### src/rtl/core_common_stage.sv
// core_common_stage: one link of a daisy-chained pixel-core column.
// Re-times the broadcast/config buses to the next core, increments the chain
// address, merges HitOr and the data-pending token, holds a small bank of
// locally addressed config registers, and arbitrates the local readout grant.
module core_common_stage #(
    parameter int TRIG_ID_W   = 5,    // trigger-ID width
    parameter int LAT_W       = 9,    // latency-counter width
    parameter int CONF_ADDR_W = 12,   // config address width
    parameter int DATA_W      = 8,    // config data width
    parameter int HITOR_W     = 4,    // HitOr lanes
    parameter int CORE_ADDR_W = 6,    // core address width, must be <= CONF_ADDR_W-1
    parameter int CONF_WORDS  = 2,    // local config words, 1 .. 2^(CONF_ADDR_W-CORE_ADDR_W)
    parameter logic [DATA_W-1:0] DEF_VAL = 8'h00  // value loaded by DefConf
) (
    input  logic                          Clk,
    input  logic                          Reset,
    // broadcasts
    input  logic                          L1Trig,
    input  logic                          CalEdge,
    input  logic                          CalAux,
    input  logic                          DefConf,
    input  logic                          Read,
    input  logic [TRIG_ID_W-1:0]          TrigId,
    input  logic [LAT_W-1:0]              LatCnt,
    // chain address and config bus
    input  logic [CORE_ADDR_W-1:0]        AddressIn,
    input  logic [CONF_ADDR_W-1:0]        AddressConfIn,
    input  logic [DATA_W-1:0]             DataConfWrIn,
    input  logic                          ConfWrIn,
    input  logic [DATA_W-1:0]             DataConfRdIn,
    // hit / readout chain
    input  logic [HITOR_W-1:0]            HitOrIn,
    input  logic [HITOR_W-1:0]            LocalHitOr,
    input  logic                          TokIn,
    input  logic                          LocalPending,
    input  logic                          ReadDone,
    // re-timed copies for the next core
    output logic                          L1TrigOut,
    output logic                          CalEdgeOut,
    output logic                          CalAuxOut,
    output logic                          DefConfOut,
    output logic                          ReadOut,
    output logic [TRIG_ID_W-1:0]          TrigIdOut,
    output logic [LAT_W-1:0]              LatCntOut,
    output logic [CONF_ADDR_W-1:0]        AddressConfOut,
    output logic [DATA_W-1:0]             DataConfWrOut,
    output logic                          ConfWrOut,
    output logic [CORE_ADDR_W-1:0]        AddressOut,
    output logic [DATA_W-1:0]             DataConfRdOut,
    output logic [HITOR_W-1:0]            HitOrOut,
    output logic                          TokOut,
    output logic                          LocalRead,
    output logic [CONF_WORDS*DATA_W-1:0]  ConfReg,
    output logic                          OutLo,
    // readout FSM state, for observation only
    output logic [1:0]                    DbgState
);

    localparam int WIDX_W = CONF_ADDR_W - CORE_ADDR_W;
    localparam logic [WIDX_W:0] NUM_WORDS = (WIDX_W+1)'(CONF_WORDS);

    // Readout handshake: while Read is high and this core has hits
    // (LocalPending) and no upstream core holds the token (TokIn low), the
    // core is granted (LocalRead high). The grant is held until ReadDone, then
    // LocalRead drops and the core waits for Read to go low before it can be
    // granted again. Read falling at any time returns the arbiter to idle.
    typedef enum logic [1:0] {
        ST_IDLE     = 2'd0,
        ST_GRANT    = 2'd1,
        ST_WAIT_CLR = 2'd2
    } state_t;

    state_t                    r_state;
    state_t                    w_state_next;
    logic                      r_local_read;

    logic                      r_l1trig;
    logic                      r_cal_edge;
    logic                      r_cal_aux;
    logic                      r_def_conf;
    logic                      r_read;
    logic [TRIG_ID_W-1:0]      r_trig_id;
    logic [LAT_W-1:0]          r_lat_cnt;
    logic [CONF_ADDR_W-1:0]    r_addr_conf;
    logic [DATA_W-1:0]         r_data_wr;
    logic                      r_conf_wr;
    logic [CORE_ADDR_W-1:0]    r_addr_out;
    logic [DATA_W-1:0]         r_data_rd;
    logic [HITOR_W-1:0]        r_hitor;
    logic                      r_tok;
    logic                      r_conf_wr_prev;
    logic [DATA_W-1:0]         r_conf [CONF_WORDS];

    logic [CORE_ADDR_W-1:0]    w_conf_core;
    logic [WIDX_W-1:0]         w_word_idx;
    logic                      w_local_hit;
    logic                      w_wr_edge;
    logic                      w_wr_en;
    logic [DATA_W-1:0]         w_rd_word;

    // Decode the config address into the target core and word index.
    assign w_conf_core = AddressConfIn[CONF_ADDR_W-1 -: CORE_ADDR_W];
    assign w_word_idx  = AddressConfIn[WIDX_W-1:0];
    assign w_local_hit = (w_conf_core == AddressIn) && ({1'b0, w_word_idx} < NUM_WORDS);
    // Only the first cycle of a write strobe counts, so a held strobe writes once.
    assign w_wr_edge   = ConfWrIn && !r_conf_wr_prev;
    assign w_wr_en     = w_wr_edge && w_local_hit;

    // Select the addressed local word for the read-back path.
    always_comb begin
        w_rd_word = '0;
        for (int i = 0; i < CONF_WORDS; i++) begin
            if (w_word_idx == WIDX_W'(i)) begin
                w_rd_word = r_conf[i];
            end
        end
    end

    // Re-time broadcasts, config bus, chain address, HitOr, token and read data.
    always_ff @(posedge Clk or posedge Reset) begin
        if (Reset) begin
            r_l1trig       <= 1'b0;
            r_cal_edge     <= 1'b0;
            r_cal_aux      <= 1'b0;
            r_def_conf     <= 1'b0;
            r_read         <= 1'b0;
            r_trig_id      <= '0;
            r_lat_cnt      <= '0;
            r_addr_conf    <= '0;
            r_data_wr      <= '0;
            r_conf_wr      <= 1'b0;
            r_addr_out     <= '0;
            r_data_rd      <= '0;
            r_hitor        <= '0;
            r_tok          <= 1'b0;
            r_conf_wr_prev <= 1'b0;
        end else begin
            r_l1trig       <= L1Trig;
            r_cal_edge     <= CalEdge;
            r_cal_aux      <= CalAux;
            r_def_conf     <= DefConf;
            r_read         <= Read;
            r_trig_id      <= TrigId;
            r_lat_cnt      <= LatCnt;
            r_addr_conf    <= AddressConfIn;
            r_data_wr      <= DataConfWrIn;
            r_conf_wr      <= ConfWrIn;
            // Wraps naturally from all-ones to zero.
            r_addr_out     <= AddressIn + {{(CORE_ADDR_W-1){1'b0}}, 1'b1};
            r_data_rd      <= w_local_hit ? w_rd_word : DataConfRdIn;
            r_hitor        <= HitOrIn | LocalHitOr;
            r_tok          <= TokIn | LocalPending;
            r_conf_wr_prev <= ConfWrIn;
        end
    end

    // Local config bank: DefConf overrides any write in the same cycle.
    always_ff @(posedge Clk or posedge Reset) begin
        if (Reset) begin
            for (int i = 0; i < CONF_WORDS; i++) begin
                r_conf[i] <= '0;
            end
        end else if (DefConf) begin
            for (int i = 0; i < CONF_WORDS; i++) begin
                r_conf[i] <= DEF_VAL;
            end
        end else if (w_wr_en) begin
            for (int i = 0; i < CONF_WORDS; i++) begin
                if (w_word_idx == WIDX_W'(i)) begin
                    r_conf[i] <= DataConfWrIn;
                end
            end
        end
    end

    // Readout FSM next-state logic.
    always_comb begin
        w_state_next = r_state;
        case (r_state)
            ST_IDLE: begin
                // An upstream token blocks the grant.
                if (Read && LocalPending && !TokIn) begin
                    w_state_next = ST_GRANT;
                end
            end
            ST_GRANT: begin
                // TokIn is ignored here: a grant once given is not revoked.
                if (!Read) begin
                    w_state_next = ST_IDLE;
                end else if (ReadDone) begin
                    w_state_next = ST_WAIT_CLR;
                end
            end
            ST_WAIT_CLR: begin
                if (!Read) begin
                    w_state_next = ST_IDLE;
                end
            end
            default: begin
                w_state_next = ST_IDLE;
            end
        endcase
    end

    // Readout FSM state register and registered grant output.
    always_ff @(posedge Clk or posedge Reset) begin
        if (Reset) begin
            r_state      <= ST_IDLE;
            r_local_read <= 1'b0;
        end else begin
            r_state      <= w_state_next;
            r_local_read <= (w_state_next == ST_GRANT);
        end
    end

    // Flatten the config bank, word 0 in the LSBs.
    genvar g;
    generate
        for (g = 0; g < CONF_WORDS; g++) begin : g_conf_out
            assign ConfReg[g*DATA_W +: DATA_W] = r_conf[g];
        end
    endgenerate

    assign L1TrigOut      = r_l1trig;
    assign CalEdgeOut     = r_cal_edge;
    assign CalAuxOut      = r_cal_aux;
    assign DefConfOut     = r_def_conf;
    assign ReadOut        = r_read;
    assign TrigIdOut      = r_trig_id;
    assign LatCntOut      = r_lat_cnt;
    assign AddressConfOut = r_addr_conf;
    assign DataConfWrOut  = r_data_wr;
    assign ConfWrOut      = r_conf_wr;
    assign AddressOut     = r_addr_out;
    assign DataConfRdOut  = r_data_rd;
    assign HitOrOut       = r_hitor;
    assign TokOut         = r_tok;
    assign LocalRead      = r_local_read;
    assign OutLo          = 1'b0;
    assign DbgState       = r_state;

endmodule

### config.mk
export PLATFORM = sky130hd
export DESIGN_NAME = core_common_stage
export DESIGN_NICKNAME = d
export VERILOG_FILES = /design/src/rtl/core_common_stage.sv
export SDC_FILE = /design/constraint.sdc
export NUM_CORES = 1
export LEC_CHECK = 0
export ABC_AREA = 1
export ABC_CLOCK_PERIOD_IN_PS = 3000
export BUFFER_PORTS_ARGS = -buffer_cell sky130_fd_sc_hd__buf_4
export CAP_MARGIN = 30
export CORE_UTILIZATION = 45
export DETAILED_ROUTE_END_ITERATION = 10
export PLACE_DENSITY = 0.85
export SLEW_MARGIN = 20
export SYNTH_ARGS = -nofsm -noshare
export SYNTH_HDL_FRONTEND = slang
export SYNTH_SLANG_ARGS = --single-unit
### constraint.sdc
create_clock -name Clk -period 3 [get_ports Clk]
set_clock_uncertainty 0.05 [all_clocks]
set_input_delay 0.6 -clock Clk [delete_from_list [all_inputs] [get_ports Clk]]
set_output_delay 0.6 -clock Clk [all_outputs]
set_load 0.03 [all_outputs]
==> flow_summary_export.csv, run 1 <==
group,metric,value,unit
outcome,outcome,"finished clean",
synth,syn_inst,258,
placement,dp_cells,470,
layout,final_nets,474,
drt,drc,0,
flow_run,max_cap_violations,0,
critical_path,timing.rr.start,"r_conf_wr_prev",
critical_path,worstPathRequired,3.17,ns
placement,placed_area,4000,sq um
grt,grt_pass1_vias,2224,
layout,drive_gt1_share,42.8,%
critical_path,slowest_delay,0.54,ns
timing,max_freq,0.518,GHz
timing,slew_violations,0,
critical_path,end_kind,"flip-flop",
floorplanning,rows,28,
power,ir_drop,0.366,mV
grt,grt_max_degree,79,
grt,grt_pass1_wl,9880,um
floorplanning,core_area,6030,sq um
clock_tree,hold_buffers,0,
critical_path,r2r_end,"ConfReg[7]",
drt,viasPerCell,4.77,
clock_tree,cts_tree,"built",
timing,finalHoldViolCount,0,
layout,final_cell_mix,"buf_4, dfrtp_1, nand2_1, nand3_1, inv_1",
synth,synth_compound_area_share,2.98,%
timing,max_slew.worst_pin.slew,0.702,ns
layout,instances_no_fill,486,
synth,synth_adder_area_share,0.438,%
grt,antenna_found_initial,0,
drt,routed_wl,6600,um
timing,fin_crit_sh,64.4,%
critical_path,rrSetupSlack,1.43,ns
power,power_density,542,nW/um^2
synth,syn_area,2860,sq um
layout,syn_to_final_growth,47.9,%
clock_tree,htreeDepth,3,
drt,vias,2318,
clock_tree,ctsResizeCount,0,
clock_tree,clock_latency,0.34,ns
placement,io_buffers,144,
clock_tree,cts_sinks,78,
clock_tree,cts-root-buf,"clkbuf_8",
timing,relSlewSlack,53.1,%
timing,rsz0062_at_grt,"false",
power,power,2.29,mW
synth,synth-simple-area-share,21.1,%
timing,final.min_clock_period,1.93,ns
power,power_leakage,2.22,nW
clock_tree,cts_buffers,9,
critical_path,crit_chain,"buf_4, nor2_1, nand2_1, nor2_2, inv_2, nor2_2, nand3_2, nand3_1, nand2_1",
floorplanning,die_x,81.7,um
critical_path,crit_arrival,2.10,ns
grt,overflow,0,
grt,track_usage,20.0,%
floorplanning,start_util,47.4,%
synth,synth_top_family_by_area,"simple AND/OR/NAND/NOR gates",
synth,synth_area_per_cell,11.1,sq um
critical_path,r2r_cells,4,
timing,fin_tns_setup,0,ns
drt,firstDrtPassIters,4,
timing,setup_viol,0,
critical_path,critical_path_class,"input pin to flip-flop",
drt,post_drt_wl_per_cell,13.6,um
clock_tree,post_cts_buffers,0,
floorplanning,die_y,81.7,um
layout,final_area,4220,sq um
critical_path,cp_max_fo,17,
worst_hold_path,hp-class,"input pin to async pin",
synth,synth_seq_cells,78,
floorplanning,io_pins,146,
clock_tree,cts_buffer_depth,2,
synth,yosysWarnings,0,
placement,dp_hpwl,4910,um
layout,final_common_cell,"buf_4",
layout,fillers,480,
layout,diodes,0,
synth,synth.area.mux_share,0,%
floorplanning,die_area,6670,sq um
clock_tree,clk_pin_slew,0.09,ns
synth,synth_xor_area_share,1.23,%
synth,ys_types,22,
critical_path,cp-start-kind,"input pin",
synth,synth-seq-area-share,68.3,%
critical_path,crit_path_top_delay_cell,"nor2_2",
placement,gp_congestion,0.761,
drt,drtIter0Drc,94,
synth,synth_nets,326,
drt,ant_nets,0,
## metrics by stage
step                      util [%]  hold slack, ns  worst slack [ns]
final                         70.1           0.301              1.07
after global routing          70.1           0.290             0.945
after CTS                     70.1           0.300              1.10
after detailed placement      66.4           0.470             0.739
after global placement        66.4           0.449             0.775
after floorplan                  -           0.581             0.355
## registers in the layout, indices dropped and copies added, names as in the netlist, 2 cells and up
| register | count |
|---|---|
| AddressConfOut | 12 |
| AddressOut | 6 |
| ConfReg | 16 |
| DataConfRdOut | 8 |
| DataConfWrOut | 8 |
| DbgState | 2 |
| HitOrOut | 4 |
| LatCntOut | 9 |
| TrigIdOut | 5 |
## synth_stat cells
library cell,count,area (sq um)
dfrtp_1,78,1950
nand2_1,53,199
nand3_1,28,140
inv_1,26,97.6
nand4_1,17,106
nor2_1,15,56.3
o21a_1,8,60.1
buf_4,5,37.5
or2_2,5,31.3
xor2_1,4,35.0
clkbuf_1,3,11.3
nor2_2,3,18.8
inv_2,2,7.51
nand3_2,2,20.0
o41ai_1,2,17.5
buf_6,1,11.3
conb_1,1,3.75
ha_1,1,12.5
nand2_2,1,6.26
nor2_8,1,20.0
nor3_1,1,5.00
o31ai_1,1,7.51
## worst max path at each step
stage | slack, ns | start | to | cells past startpoint
finish | 1.07 | AddressConfIn[2] | ConfReg[7] | 9
global route | 0.95 | AddressConfIn[2] | ConfReg[7] | 9
global placement | 0.77 | AddressConfIn[2] | ConfReg[6] | 9
floorplan | 0.35 | Reset | AddressConfOut[0] | 1
CTS | 1.10 | AddressConfIn[2] | ConfReg[7] | 9
detailed placement | 0.74 | AddressConfIn[2] | ConfReg[6] | 9
## logic make-up (layout without fill, tap and decap cells)
group / after synthesis / after routing
XOR/XNOR: 4 / 4
AO/OA/AOI/OAI: 11 / 11
flip-flops: 78 / 78
other: 1 / 1
buffers and inverters: 37 / 190
AND/OR/NAND/NOR: 126 / 126
adder cells (fa/ha/maj): 1 / 1
## metal layers
layer	vias up	global-route usage [%]	routed length, um
li1	1125	-	-
met1	1080	20.1	2390
met2	108	37.8	3470
met3	5	8.56	694
met4	0	4.39	40
met5	-	0	0
## final cells by class
type,instances,area [sq um],share of cell area [%]
Inverter,28,106,2.52
Sequential cell,78,1950,46.2
Clock inverter,5,82.6,1.95
Timing Repair Buffer,146,1110,26.2
Multi-Input combinational cell,143,739,17.5
Clock buffer,11,141,3.35
Tap cell,75,93.8,2.22
## report_power, final
group,internal (mW),switching (mW)
clock network,0.491,0.365
logic,0.134,0.188
registers,1.10,0.0136
## worst max-delay path, delay by kind of cell
| family | cells | cell delay (ns) |
|---|---|---|
| buffers and inverters | 2 | 0.17 |
| AND/OR/NAND/NOR | 7 | 1.34 |
(Power assumes the default switching activity.)
==> run 2, diff against run 1 <==
- ABC_CLOCK_PERIOD_IN_PS: 3000 -> 1700
- CORE_UTILIZATION: 45 -> 40
- PLACE_DENSITY: 0.85 -> 0.81
- clock period: 3 -> 1.7 ns (I/O delays scaled with it)
==> run 2 against run 1 <==
- combinational power up 79%
- design area is 1.9% higher
- sequential power increased by 77%
- die area rose by 12%
- clock power is 66% higher
==> flow_summary_export.csv, run 2 (synthesis gave the netlist of run 1 again) <==
group,metric,value,unit
outcome,outcome,"finished clean",
critical_path,cp-start-kind,"flip-flop",
clock_tree,ctsResizeCount,0,
clock_tree,post_cts_buffers,0,
critical_path,crit_path_top_delay_cell,"dfrtp_1",
floorplanning,rows,30,
clock_tree,clk_pin_slew,0.08,ns
drt,routed_wl,6950,um
critical_path,path_delay_family,"flip-flops",
flow_run,max_cap_violations,0,
critical_path,critical_path_class,"flip-flop to output port",
clock_tree,cts_tree,"built",
critical_path,worst-path-stages,1,
layout,final_common_cell,"buf_4",
layout,fillers,579,
timing,setup_viol,0,
floorplanning,die_x,86.5,um
layout,final_nets,480,
clock_tree,cts_sinks,78,
power,power_leakage,2.25,nW
placement,dp_cells,497,
drt,drtIter0Drc,105,
drt,ant_nets,0,
floorplanning,core_area,6830,sq um
layout,syn_to_final_growth,50.7,%
layout,drive_gt1_share,43.9,%
timing,rsz0062_at_grt,"false",
critical_path,cp_max_fo,3,
floorplanning,die_y,86.5,um
floorplanning,start_util,41.8,%
clock_tree,htreeDepth,3,
timing,finalHoldViolCount,0,
layout,instances_no_fill,513,
critical_path,worstPathRequired,1.31,ns
placement,gp_congestion,0.808,
timing,max_freq,0.734,GHz
timing,slew_violations,0,
timing,final.min_clock_period,1.36,ns
grt,grt_pass1_wl,11100,um
timing,fin_tns_setup,0,ns
drt,wl_met2,3530,um
clock_tree,cts_buffers,9,
critical_path,r2r_end,"ConfReg[0]",
timing,fin_crit_sh,80.1,%
drt,viasPerCell,4.63,
layout,multi_input_area,739,sq um
drt,post_drt_wl_per_cell,13.5,um
critical_path,crit_arrival,0.97,ns
power,ir_drop,0.493,mV
critical_path,rrSetupSlack,0.39,ns
grt,grt_max_degree,30,
layout,largest_reg_flops,16,
clock_tree,cts-root-buf,"clkbuf_8",
worst_hold_path,hp-class,"input pin to async pin",
critical_path,slowest_delay,0.44,ns
critical_path,crit_chain,"buf_4",
clock_tree,cts_buffer_depth,2,
critical_path,r2r_cells,4,
timing,relSlewSlack,58.8,%
drt,firstDrtPassIters,4,
critical_path,end_kind,"output port",
placement,dp_hpwl,5310,um
grt,antenna_found_initial,0,
clock_tree,clock_latency,0.35,ns
floorplanning,die_area,7480,sq um
clock_tree,hold_buffers,0,
timing,max_slew.worst_pin.slew,0.617,ns
drt,vias,2377,
drt,drt-met1-wl,2790,um
placement,io_buffers,144,
drt,drc,0,
layout,final_cell_mix,"buf_4, dfrtp_1, nand2_1, nand3_1, inv_1",
grt,overflow,0,
critical_path,timing.rr.start,"r_conf_wr_prev",
grt,track_usage,19.4,%
floorplanning,io_pins,146,
drt,highest_layer,"met4",
drt,wl_met3,542,um
layout,diodes,0,
critical_path,cp_num_buf_inv,1,
layout,seqCellArea,1950,sq um
grt,grt_pass1_vias,2340,
power,power_density,918,nW/um^2
==> run 2: cell types whose count changed in the layout (fill, tap and decap cells not counted) <==
cell,delta
clkinv_2,-1
clkbuf_8,-1
buf_4,+4
clkbuf_1,-1
clkinv_4,+2
inv_8,+1
inv_6,+1
bufinv_16,-1
buf_12,+2
==> run 2: cell type report <==
cell class	count	area share, %
clock buffer	9	2.88
clock inverter	7	1.92
inverter	28	2.53
multi-input combinational	143	17.2
sequential	78	45.3
tap	96	2.79
timing repair buffer	152	27.4
==> run 2: power breakdown <==
part	switching, mW	total [mW]	internal (mW)
Sequential	0.0238	1.96	1.93
Clock	0.722	1.42	0.698
Combinational	0.336	0.576	0.241
==> run 2: how the worst max path moves through the flow <==
| stage | from | to | slack [ns] |
|---|---|---|---|
| finish | ConfReg[0] | ConfReg[0] | 0.34 |
| global route | r_conf_wr_prev | ConfReg[0] | 0.22 |
| CTS | ConfReg[11] | ConfReg[11] | 0.33 |
| detailed placement | AddressConfIn[4] | ConfReg[0] | 0.05 |
| global placement | AddressConfIn[4] | ConfReg[13] | 0.07 |
| floorplan | r_conf_wr_prev | ConfReg[0] | 0.19 |
==> run 2: routing by layer <==
metal	track usage, %	vias to the layer above
li1	-	1142
met1	23.1	1128
met2	33.3	99
met3	5.90	8
met4	6.97	0
met5	0	-
==> run 2: metrics by stage <==
step	power [mW]	hold slack (ns)	setup WS, ns	area, sq um	util [%]
2_1_floorplan	2.27	0.321	0.187	2860	-
3_3_place_gp	2.56	0.398	0.0720	4100	60.0
3_5_place_dp	2.58	0.400	0.0469	4100	60.0
4_1_cts	4.01	0.0170	0.334	4310	63.0
5_1_grt	4.12	0.0160	0.218	4310	63.0
6_report	3.95	0.0167	0.338	4310	63.0
